[src/rtl/branch_pkg.sv]
// Shared types for the branch unit: funct3 encodings, BHT counter states and
// the saturating-counter update rule.
package branch_pkg;

   // Conditional-branch funct3 encodings; 010 and 011 are unused and illegal.
   typedef enum logic [2:0] {
      BEQ  = 3'b000,
      BNE  = 3'b001,
      BLT  = 3'b100,
      BGE  = 3'b101,
      BLTU = 3'b110,
      BGEU = 3'b111
   } funct3_e;

   // Two-bit saturating predictor counter; the MSB is the prediction.
   typedef enum logic [1:0] {
      SNT = 2'b00,
      WNT = 2'b01,
      WT  = 2'b10,
      ST  = 2'b11
   } bhtState_e;

   // Every table entry starts weakly not-taken.
   localparam bhtState_e BHT_RESET = WNT;

   // Move one step toward ST on taken, toward SNT on not-taken, saturating.
   function automatic bhtState_e bhtNext(input bhtState_e cur, input logic taken);
      bhtState_e nxt;
      nxt = cur;
      unique case (cur)
         SNT: nxt = taken ? WNT : SNT;
         WNT: nxt = taken ? WT  : SNT;
         WT:  nxt = taken ? ST  : WNT;
         ST:  nxt = taken ? ST  : WT;
         default: nxt = BHT_RESET;
      endcase
      return nxt;
   endfunction

endpackage

[src/rtl/branch_cmp.sv]
// Branch condition evaluation: resolves taken/not-taken for the six legal
// funct3 encodings and flags the two reserved ones as illegal.
module branch_cmp
   import branch_pkg::*;
#(
   parameter int unsigned WIDTH = 32
) (
   input  logic [WIDTH-1:0] SrcA,
   input  logic [WIDTH-1:0] SrcB,
   input  logic [2:0]       funct3,
   output logic             taken,
   output logic             illegal
);

   logic isEq;
   logic isLtSigned;
   logic isLtUnsigned;

   // Shared comparators feeding every branch type.
   always_comb begin
      isEq         = (SrcA == SrcB);
      isLtSigned   = ($signed(SrcA) < $signed(SrcB));
      isLtUnsigned = (SrcA < SrcB);
   end

   // Select the condition for this funct3; reserved encodings never take.
   always_comb begin
      taken   = 1'b0;
      illegal = 1'b0;
      case (funct3)
         BEQ:     taken = isEq;
         BNE:     taken = ~isEq;
         BLT:     taken = isLtSigned;
         BGE:     taken = ~isLtSigned;
         BLTU:    taken = isLtUnsigned;
         BGEU:    taken = ~isLtUnsigned;
         default: illegal = 1'b1;
      endcase
   end

endmodule

[src/rtl/branch_unit.sv]
// Branch unit: resolves execute-stage conditional branches, flags
// mispredictions, and maintains a 2-bit-counter branch history table used for
// fetch-stage prediction, plus retired-branch and mispredict statistics.
module branch_unit
   import branch_pkg::*;
#(
   parameter int unsigned WIDTH       = 32,
   parameter int unsigned BHT_ENTRIES = 16
) (
   input  logic             clk,
   input  logic             reset,
   // Fetch-stage lookup
   input  logic [WIDTH-1:0] PCF,
   output logic             PredictTakenF,
   // Execute-stage resolution
   input  logic             BranchE,
   input  logic             StallE,
   input  logic [2:0]       funct3E,
   input  logic [WIDTH-1:0] SrcAE,
   input  logic [WIDTH-1:0] SrcBE,
   input  logic [WIDTH-1:0] PCE,
   input  logic             PredTakenE,
   output logic             TakenE,
   output logic             MispredictE,
   output logic             IllegalBranchE,
   // Statistics
   output logic [31:0]      BranchCount,
   output logic [31:0]      MispredCount
);

   localparam int unsigned IDX_BITS = $clog2(BHT_ENTRIES);

   // Word-aligned PCs: bits [1:0] are skipped when indexing.
   logic [IDX_BITS-1:0] idxF;
   logic [IDX_BITS-1:0] idxE;

   logic      cmpTaken;
   logic      cmpIllegal;
   logic      updateEn;
   bhtState_e bhtNextState;

   bhtState_e   bht [BHT_ENTRIES];
   logic [31:0] branchCountQ;
   logic [31:0] mispredCountQ;

   // PC bits outside the index field do not affect the table.
   logic unusedPcBits;
   assign unusedPcBits = ^{PCF[WIDTH-1:IDX_BITS+2], PCF[1:0],
                           PCE[WIDTH-1:IDX_BITS+2], PCE[1:0]};

   branch_cmp #(
      .WIDTH (WIDTH)
   ) uCmp (
      .SrcA    (SrcAE),
      .SrcB    (SrcBE),
      .funct3  (funct3E),
      .taken   (cmpTaken),
      .illegal (cmpIllegal)
   );

   // Table indices for lookup and update.
   always_comb begin
      idxF = PCF[IDX_BITS+1:2];
      idxE = PCE[IDX_BITS+1:2];
   end

   // Fetch prediction reads the stored entry directly; no bypass from a
   // same-cycle update, so a new value is seen only after the edge.
   always_comb begin
      PredictTakenF = bht[idxF][1];
   end

   // Resolution outputs are gated by BranchE and a legal funct3.
   always_comb begin
      TakenE         = BranchE & ~cmpIllegal & cmpTaken;
      IllegalBranchE = BranchE & cmpIllegal;
      MispredictE    = BranchE & ~cmpIllegal & (cmpTaken ^ PredTakenE);
      updateEn       = BranchE & ~cmpIllegal & ~StallE;
   end

   // Next value of the entry being updated.
   always_comb begin
      bhtNextState = bhtNext(bht[idxE], TakenE);
   end

   // History table; reset wins over any same-cycle update.
   always_ff @(posedge clk) begin
      if (reset) begin
         for (int i = 0; i < BHT_ENTRIES; i++) begin
            bht[i] <= BHT_RESET;
         end
      end else if (updateEn) begin
         bht[idxE] <= bhtNextState;
      end
   end

   // Statistics counters, wrapping naturally at 2^32.
   always_ff @(posedge clk) begin
      if (reset) begin
         branchCountQ  <= '0;
         mispredCountQ <= '0;
      end else if (updateEn) begin
         branchCountQ <= branchCountQ + 32'd1;
         if (MispredictE) begin
            mispredCountQ <= mispredCountQ + 32'd1;
         end
      end
   end

   assign BranchCount  = branchCountQ;
   assign MispredCount = mispredCountQ;

endmodule

[config.mk]
export PLATFORM = sky130hd
export DESIGN_NAME = branch_unit
export DESIGN_NICKNAME = d
export VERILOG_FILES = /design/src/rtl/branch_pkg.sv /design/src/rtl/branch_cmp.sv /design/src/rtl/branch_unit.sv
export SDC_FILE = /design/constraint.sdc
export NUM_CORES = 1
export LEC_CHECK = 0
export ABC_AREA = 1
export BUFFER_PORTS_ARGS = -buffer_cell sky130_fd_sc_hd__buf_2
export CAP_MARGIN = 20
export CELL_PAD_IN_SITES_DETAIL_PLACEMENT = 0
export CELL_PAD_IN_SITES_GLOBAL_PLACEMENT = 1
export CORE_ASPECT_RATIO = 1.75
export CORE_MARGIN = 2
export CORE_UTILIZATION = 33
export CTS_CLUSTER_DIAMETER = 40
export CTS_CLUSTER_SIZE = 16
export DETAILED_ROUTE_END_ITERATION = 8
export PLACE_DENSITY = 0.85
export SYNTH_ARGS = -nofsm -noshare
export SYNTH_HDL_FRONTEND = slang
export SYNTH_HIERARCHICAL = 1
export SYNTH_SLANG_ARGS = --single-unit
[constraint.sdc]
create_clock -name clk -period 2.5 [get_ports clk]
set_input_delay 0.125 -clock clk [delete_from_list [all_inputs] [get_ports clk]]
set_output_delay 0.125 -clock clk [all_outputs]
set_load 0.01 [all_outputs]
[Word-level counts from Yosys, hierarchy flattened]
Memories as Yosys holds them, arrays and structs flattened.
Cells that the tools add are included.
W data, S select, Z words.
Word-level totals
  bits in registers: 64
  input bits: 136
  logic and storage cells: 46
  RAM bits: 32
  output and inout port bits: 68
  memories: 1
Memories
  bht: depth 16, width 2, read ports 2, clocked after memory_dff 0, wr ports 16, RTL line branch_unit.sv:42  | bhtState_e bht [BHT_ENTRIES];
Cells by class
  reductions and logical operators: 5
  bitwise gates (word level): 10
  add/sub/neg operators: 2
  eq/ne operators: 9
  mux-type cells: 15
  order comparisons: 2
Operators with widths (number)
  $add A32 B1 Y32 const B: 2
  $lt A32 B32 Y1: 2
  $eq A32 B32 Y1: 1
  $eq A3 B3 Y1 const B: 4
  $mux W1: 9
  $pmux W2 S4: 1
  $mux W2: 3
  $pmux W1 S6: 1
  $reduce_or A6 Y1: 1
  $and A1 B1 Y1: 5
  $eq A2 B2 Y1 const B: 2
  $mux W4: 1
  $not A1 Y1: 4
  $eq A3 B1 Y1 const B: 1
  $logic_not A3 Y1: 1
  $eq A2 B1 Y1 const B: 1
  $logic_not A2 Y1: 1
  $reduce_and A2 Y1: 1
  $reduce_or A2 Y1: 1
  $xor A1 B1 Y1: 1

[Longest topological paths before layout]
Gate-level depths: netlist (run 1).
  word-level depth: 9
  depth in mapped cells: 29

[By module]
Netlist (run 1), hierarchy kept.
Modules (own cells, without submodules)
  branch_unit: sequential area each 2242.2 um^2, cells each 766, times used 1, area an instance 5532.8 um^2
  branch_cmp: sequential area each 0.0 um^2, cells each 167, times used 1, area an instance 996.0 um^2

[Worst setup path after synthesis (run 1)]
OpenSTA, ideal clock, no wires.
  path type: input port to flip-flop
  start: input port SrcBE[19]
  end: memory bht[11][1] (netlist bit), data pin
  arrival: 2221 ps
  stages: 20
  setup slack: 138 ps
  required time: 2359 ps
  setup time: 141 ps
  path buffers: 1
  cells stage by stage: inv_1 ha_1 nand2_1 inv_2 nand2_1 nand2_1 nand2_1 nand3_2 a21oi_2 nand3_1 nand2_1 nand2_1 nand3_1 inv_1 nor2_2 inv_1 nand2_2 nand2_4 buf_6 a21oi_2
RTL lines
  from (decl): RTL line branch_unit.sv:20  | input logic [WIDTH-1:0] SrcBE,
  to (decl): RTL line branch_unit.sv:42

==> impl_results.md, run 1 <==
* Post-synth EDFFs at 32
* Cells after synthesis at 933
* Vias at 6320
* Max_slew headroom at 31.7%
* Maximum VDD drop at 311 uV
* Distinct cell type count after synthesis at 48
* Multi-input gate area at 3610 um^2
* CTS Buf Count at 9
* Vias in the first global route at 6224
* Critical Path RT at 2600 ps
* CTS root buf: clkbuf_16
* Final Slew Violations at 0
* Final WL at 17400 um
* Routed WL per cell at 12.9 um
* First-pass GRT wire length at 28000 um
* Commonest cells post-synth: nand2_1 (255), inv_1 (146), nor2_1 (110)
* Placeable Area at 19600 um^2
* Die area at 21000 um^2
* Count leader, synth: nand2_1
* DP HPWL at 13900 um
* Routed Antenna Nets at 0
* Syn Nets at 1103
* Area grow syn2layout at 22.2%
* CTS clk-pin slew, worst paths at 70 ps
* Largest net degree at the start of global routing at 59
* Startpoint type of the worst setup path: input pin
* Clock Sinks at 96
* PnR Total Power at 3.62 mW
* Final setup vio count at 0
* Residual DRC at 0
* Vias/cell at 4.69
* Largest cells by area after synthesis: dfxtp_1 (20%), edfxtp_1 (15%), nand2_1 (15%), inv_1 (8.4%), ha_1 (6.5%)
* Period utilization at 87.9%
* CP endpoint kind: flop
* Pwr per Cell Area at 453 nW/um^2
* Final Net Count at 1267
* Async SR Flop Fraction at 0%
* Die height at 190 um
* Worst-Skew Late Latency at 360 ps
* Post-synthesis sequential area ratio at 34.3%
* CTS tree: done
* Leak at 3.74 nW
* CTS HTree Levels at 3
* GR Util All Layers at 17.0%
* Final Wtd Congestion at 0.841
* Worst Skew at 7.36 ps
* IO Port Bufs at 147
* Syn Std Cell Area at 6530 um^2
* Kind of critical path: in -> reg
* Seq. cell area at 2240 um^2
* Synthesized area per cell at 7.00 um^2
* Initial antenna violation count at 0
* Max cap viols at 0
* Synth area leader: dfxtp_1
* Initial core utilization at 33.4%
* Worst Path Max Fanout at 16
* CTS Buffer Depth at 2
* FP Rows at 68
* Post-layout minimum cycle time at 2200 ps
* Share of post-route cells with drive strength above 1 at 24.7%
* Worst Hold Class: in -> reg
* GRT overflow at 0
* Fillers at 2077
* Horiz. Die Dim at 110 um
* Status: completed
* Critical Path AT at 2300 ps
* #FFs+latches synth at 96
* Worst-Margin Slew at 1020 ps
* Ant. Diodes at 0
* Yosys top cell area share at 19.6%
* Yosys warning total at 6
* Synth Flop Type: dfxtp_1
* Iter 0 DRT Violations at 237
* # IOs at 204
* Fmax at 455 MHz
* Layout Cell Area excl Fill at 7980 um^2
* DR pass1 iterations at 6
* Hold Violations, Final at 0
* Area after DPL at 7620 um^2
==> flip-flops by register name (all words and copies together) (netlist names) <==
register      cells
BranchCount      32
MispredCount     32
bht              32
==> path summary, 6_finish.rpt <==
kind	startpoint	to	slack (ps)	depth (start not counted)
setup / recovery	SrcAE[5]	bht[14][0]	300	21
setup reg to reg	BranchCount[0]	BranchCount[28]	600	10
hold reg to reg	BranchCount[6]	BranchCount[6]	470	2
hold / removal	StallE	BranchCount[1]	140	4
==> worst max-delay path, stage by stage <==
cell,delay [ps]
buf_2,100
ha_1,300
a21oi_1,200
nor2_1,60
nor2_1,80
nand2_1,60
nand2_1,50
nand2_1,50
nand2_2,80
nand2_2,50
nand2_1,70
nand2_1,50
nand2_1,50
nand3_1,110
buf_4,160
inv_1,60
nor2_2,50
buf_4,160
o21ai_4,170
buf_12,180
nand3_1,80
==> power by group <==
group | internal [mW] | switching, mW | leakage [nW] | total (mW)
Clock | 0.815 | 0.633 | 0.149 | 1.45
Sequential | 1.63 | 0.0140 | 0.815 | 1.64
Combinational | 0.213 | 0.313 | 2.77 | 0.526
Total | 2.66 | 0.960 | 3.74 | 3.62
==> area by class of cell <==
class / instances / area share, %
clock buffers: 11 / 3.06
inverters: 154 / 7.40
well taps: 245 / 3.84
multi-input cells: 666 / 45.3
clock inverters: 5 / 0.799
repair buffers: 170 / 11.5
flip-flops and latches: 96 / 28.1
==> cell families after synthesis <==
kind of cell,share of synthesized area [%]
AND/OR/NAND/NOR,36.5
buffers and inverters,11.0
AO/OA/AOI/OAI,10.2
flip-flops,34.3
adder cells (fa/ha/maj),6.52
XOR/XNOR,0.805
multiplexers,0.613
==> metal layers <==
metal,share of wire [%],vias up,track usage (%)
li1,-,3301,-
met1,38,2878,16.6
met2,56,115,33.5
met3,4.4,26,3.32
met4,2.2,0,6.59
met5,0,-,0
==> per-stage QoR <==
step | utilization (%) | hold WS, ps | setup slack, ps | setup TNS, ps | cells
after floorplan | - | 301 | 138 | 0 | 933
after global placement | 38.9 | 465 | -134 | -3580 | 1330
after detailed placement | 38.9 | 470 | -184 | -5510 | 1330
after CTS | 40.5 | 135 | 183 | 0 | 1346
after global routing | 40.8 | 174 | -5.62 | -8.65 | 1347
final | 40.8 | 136 | 303 | 0 | 1347
==> repair_timing <==
action / in CTS / in global routing
hold endpoints to repair: 0 / 0
gates resized for setup: 0 / 9
setup buffers: 0 / 1
hold buffers: 0 / 0
setup endpoints to repair: 0 / 38
==> cells in the final DEF, fill, tap and decap left out, drive strengths merged, types with 2 or more instances in the layout <==
cell type    n
buf        170
o211ai       3
nand3b       3
nand2      277
xor2         4
dfxtp       64
inv        155
a21oi       63
clkbuf      11
nor4         3
o21bai       4
a31oi        2
nand3       56
nor2       128
mux2i        4
nor3b        3
nor3        20
clkinv       2
ha          34
nand4       15
o21ai       39
xnor2        2
edfxtp      32
(Power assumes the default switching activity.)
==> run 2, diff against run 1 <==
CORE_UTILIZATION = 39   (was 33)
PLACE_DENSITY = 0.93   (was 0.85)
clock period = 2.8 ns   (was 2.5 ns; I/O delays follow)
==> run 2 against run 1 <==
  * Wire length fell by 3.1%
  * Total power decreased by 11%
  * Global-route usage up 2.2 points
  * Combinational power decreased by 14%
  * Clock power is 10% lower
  * Design area down 1.7%
  * Critical path type unchanged
  * Critical endpoint is now bht[0][1]
  * Largest power group unchanged
  * Highest routed layer unchanged
==> impl_results.md, run 2 (same netlist as run 1, synthesis figures left out) <==
* Status: completed
* Largest net degree at the start of global routing at 63
* FP Rows at 62
* Delay-heaviest family, CP: simple AND/OR/NAND/NOR gates
* DP HPWL at 13300 um
* GR Util All Layers at 19.2%
* Final setup TNS at 0 ps
* Final Slew Violations at 0
* Worst Path Buf+Inv at 5
* Vias/cell at 4.72
* Critical Path RT at 3010 ps
* Reg2Reg Depth at 8
* Post-layout minimum cycle time at 2390 ps
* Final setup vio count at 0
* Area grow syn2layout at 20.2%
* Worst-Skew Late Latency at 360 ps
* Worst Skew at 10.6 ps
* CP cell instances: buf_2 > inv_1 > ha_1 > a21oi_1 > o21ai_0 > nand2_1 > nand2_2 > a21oi_2 > nand3_1 > nand2_1 > nand2_1 > nand3_1 > buf_4 > inv_1 > nor2_2 > inv_1 > nand2_2 > nand2_4 > a21oi_1
* IO Port Bufs at 147
* Fmax at 418 MHz
* Period utilization at 85.5%
* GRT overflow at 0
* Crit path depth at 19
* First-pass GRT wire length at 27300 um
* Critical Path AT at 2600 ps
* Setup repair bufs after CTS at 0
* CTS Buffer Depth at 2
* Startpoint type of the worst setup path: input pin
* Setup slack, reg-to-reg at 930 ps
* Vias at 6217
* Routed WL per cell at 12.8 um
* Maximum VDD drop at 351 uV
* Initial antenna violation count at 1
* Worst Hold Class: in -> reg
* Cts repair resizes at 0
* CTS HTree Levels at 3
* Kind of critical path: in -> reg
* Final Net Count at 1257
* Max stage delay on crit path at 350 ps
* Initial core utilization at 39.9%
* Max cap viols at 0
* Final Wtd Congestion at 0.843
* DP Cell Count at 1299
* Placeable Area at 16400 um^2
* CTS root buf: clkbuf_16
* Layout Utilization at 47.9%
* Residual DRC at 0
* Worst-Margin Slew at 492 ps
* CTS Buf Count at 9
* Cell Count, Final, Fillers Out at 1317
* Die height at 175 um
* Share of post-route cells with drive strength above 1 at 23.5%
* Hold path cells at 4
* CP endpoint kind: flop
* Final WL at 16900 um
* Worst Path Max Fanout at 16
* Hold Violations, Final at 0
* Vias in the first global route at 5899
* Fillers at 1704
* Leak at 3.69 nW
* Pre-CTS setup slack at 30.2 ps
* Iter 0 DRT Violations at 147
* Worst Slack Setup Final at 406 ps
* Commonest non-fill, non-tap cells in the layout: nand2_1 (255), buf_2 (147), inv_1 (146)
* Hold buffers post-CTS at 0
* DR pass1 iterations at 4
* RSZ-0062 raised after global routing: no
* Pwr per Cell Area at 409 nW/um^2
* # IOs at 204
* Clock Sinks at 96
* CTS clk-pin slew, worst paths at 80 ps
* Horiz. Die Dim at 102 um
* Most common cell after layout, fill and taps aside: nand2_1
* CTS tree: done
* Max_slew headroom at 66.9%
* Critical Path Slowest Stage Cell: nor2_2
* Die area at 17800 um^2
* Routed Antenna Nets at 0
-- run 2: worst paths after layout --
path                   from              end
max               SrcBE[27]        bht[0][1]
min                  StallE   BranchCount[1]
max reg2reg  BranchCount[0]  BranchCount[22]
min reg2reg  BranchCount[6]   BranchCount[6]
-- run 2: tightest hold or removal path: stages --
cell and delay [ps]:
buf_2 140, nor2_8 70, nand2_1 60, a21oi_1 50
-- run 2: report_power, final --
part           leakage (nW)  switching [mW]  internal [mW]
combinational          2.73           0.274          0.177
clock                 0.150           0.587          0.710
sequential            0.815          0.0120           1.45
total                  3.69           0.872           2.34
-- run 2: cell type report --
class | count | area, um^2 | share of cell area (%)
repair buffers | 160 | 858 | 10.9
inverters | 154 | 591 | 7.53
well taps | 224 | 280 | 3.57
flip-flops and latches | 96 | 2240 | 28.6
multi-input cells | 666 | 3570 | 45.4
clock inverters | 7 | 82.6 | 1.05
clock buffers | 9 | 225 | 2.87
diodes | 1 | 2.50 | 0.0319
-- run 2: per-stage QoR --
step	cell area (um^2)	hold slack [ps]	total power, mW
after floorplan	6530	316	1.80
after global placement	7520	473	1.94
after detailed placement	7520	483	1.95
after CTS	7830	151	3.25
after global routing	7850	164	3.36
final	7850	154	3.21
-- run 2: routing by layer --
layer  track usage [%]  part of all wire, %
met5                 0                    0
met1              21.0                   40
met3              2.52                  3.8
met4              7.38                  1.8
met2              36.4                   54
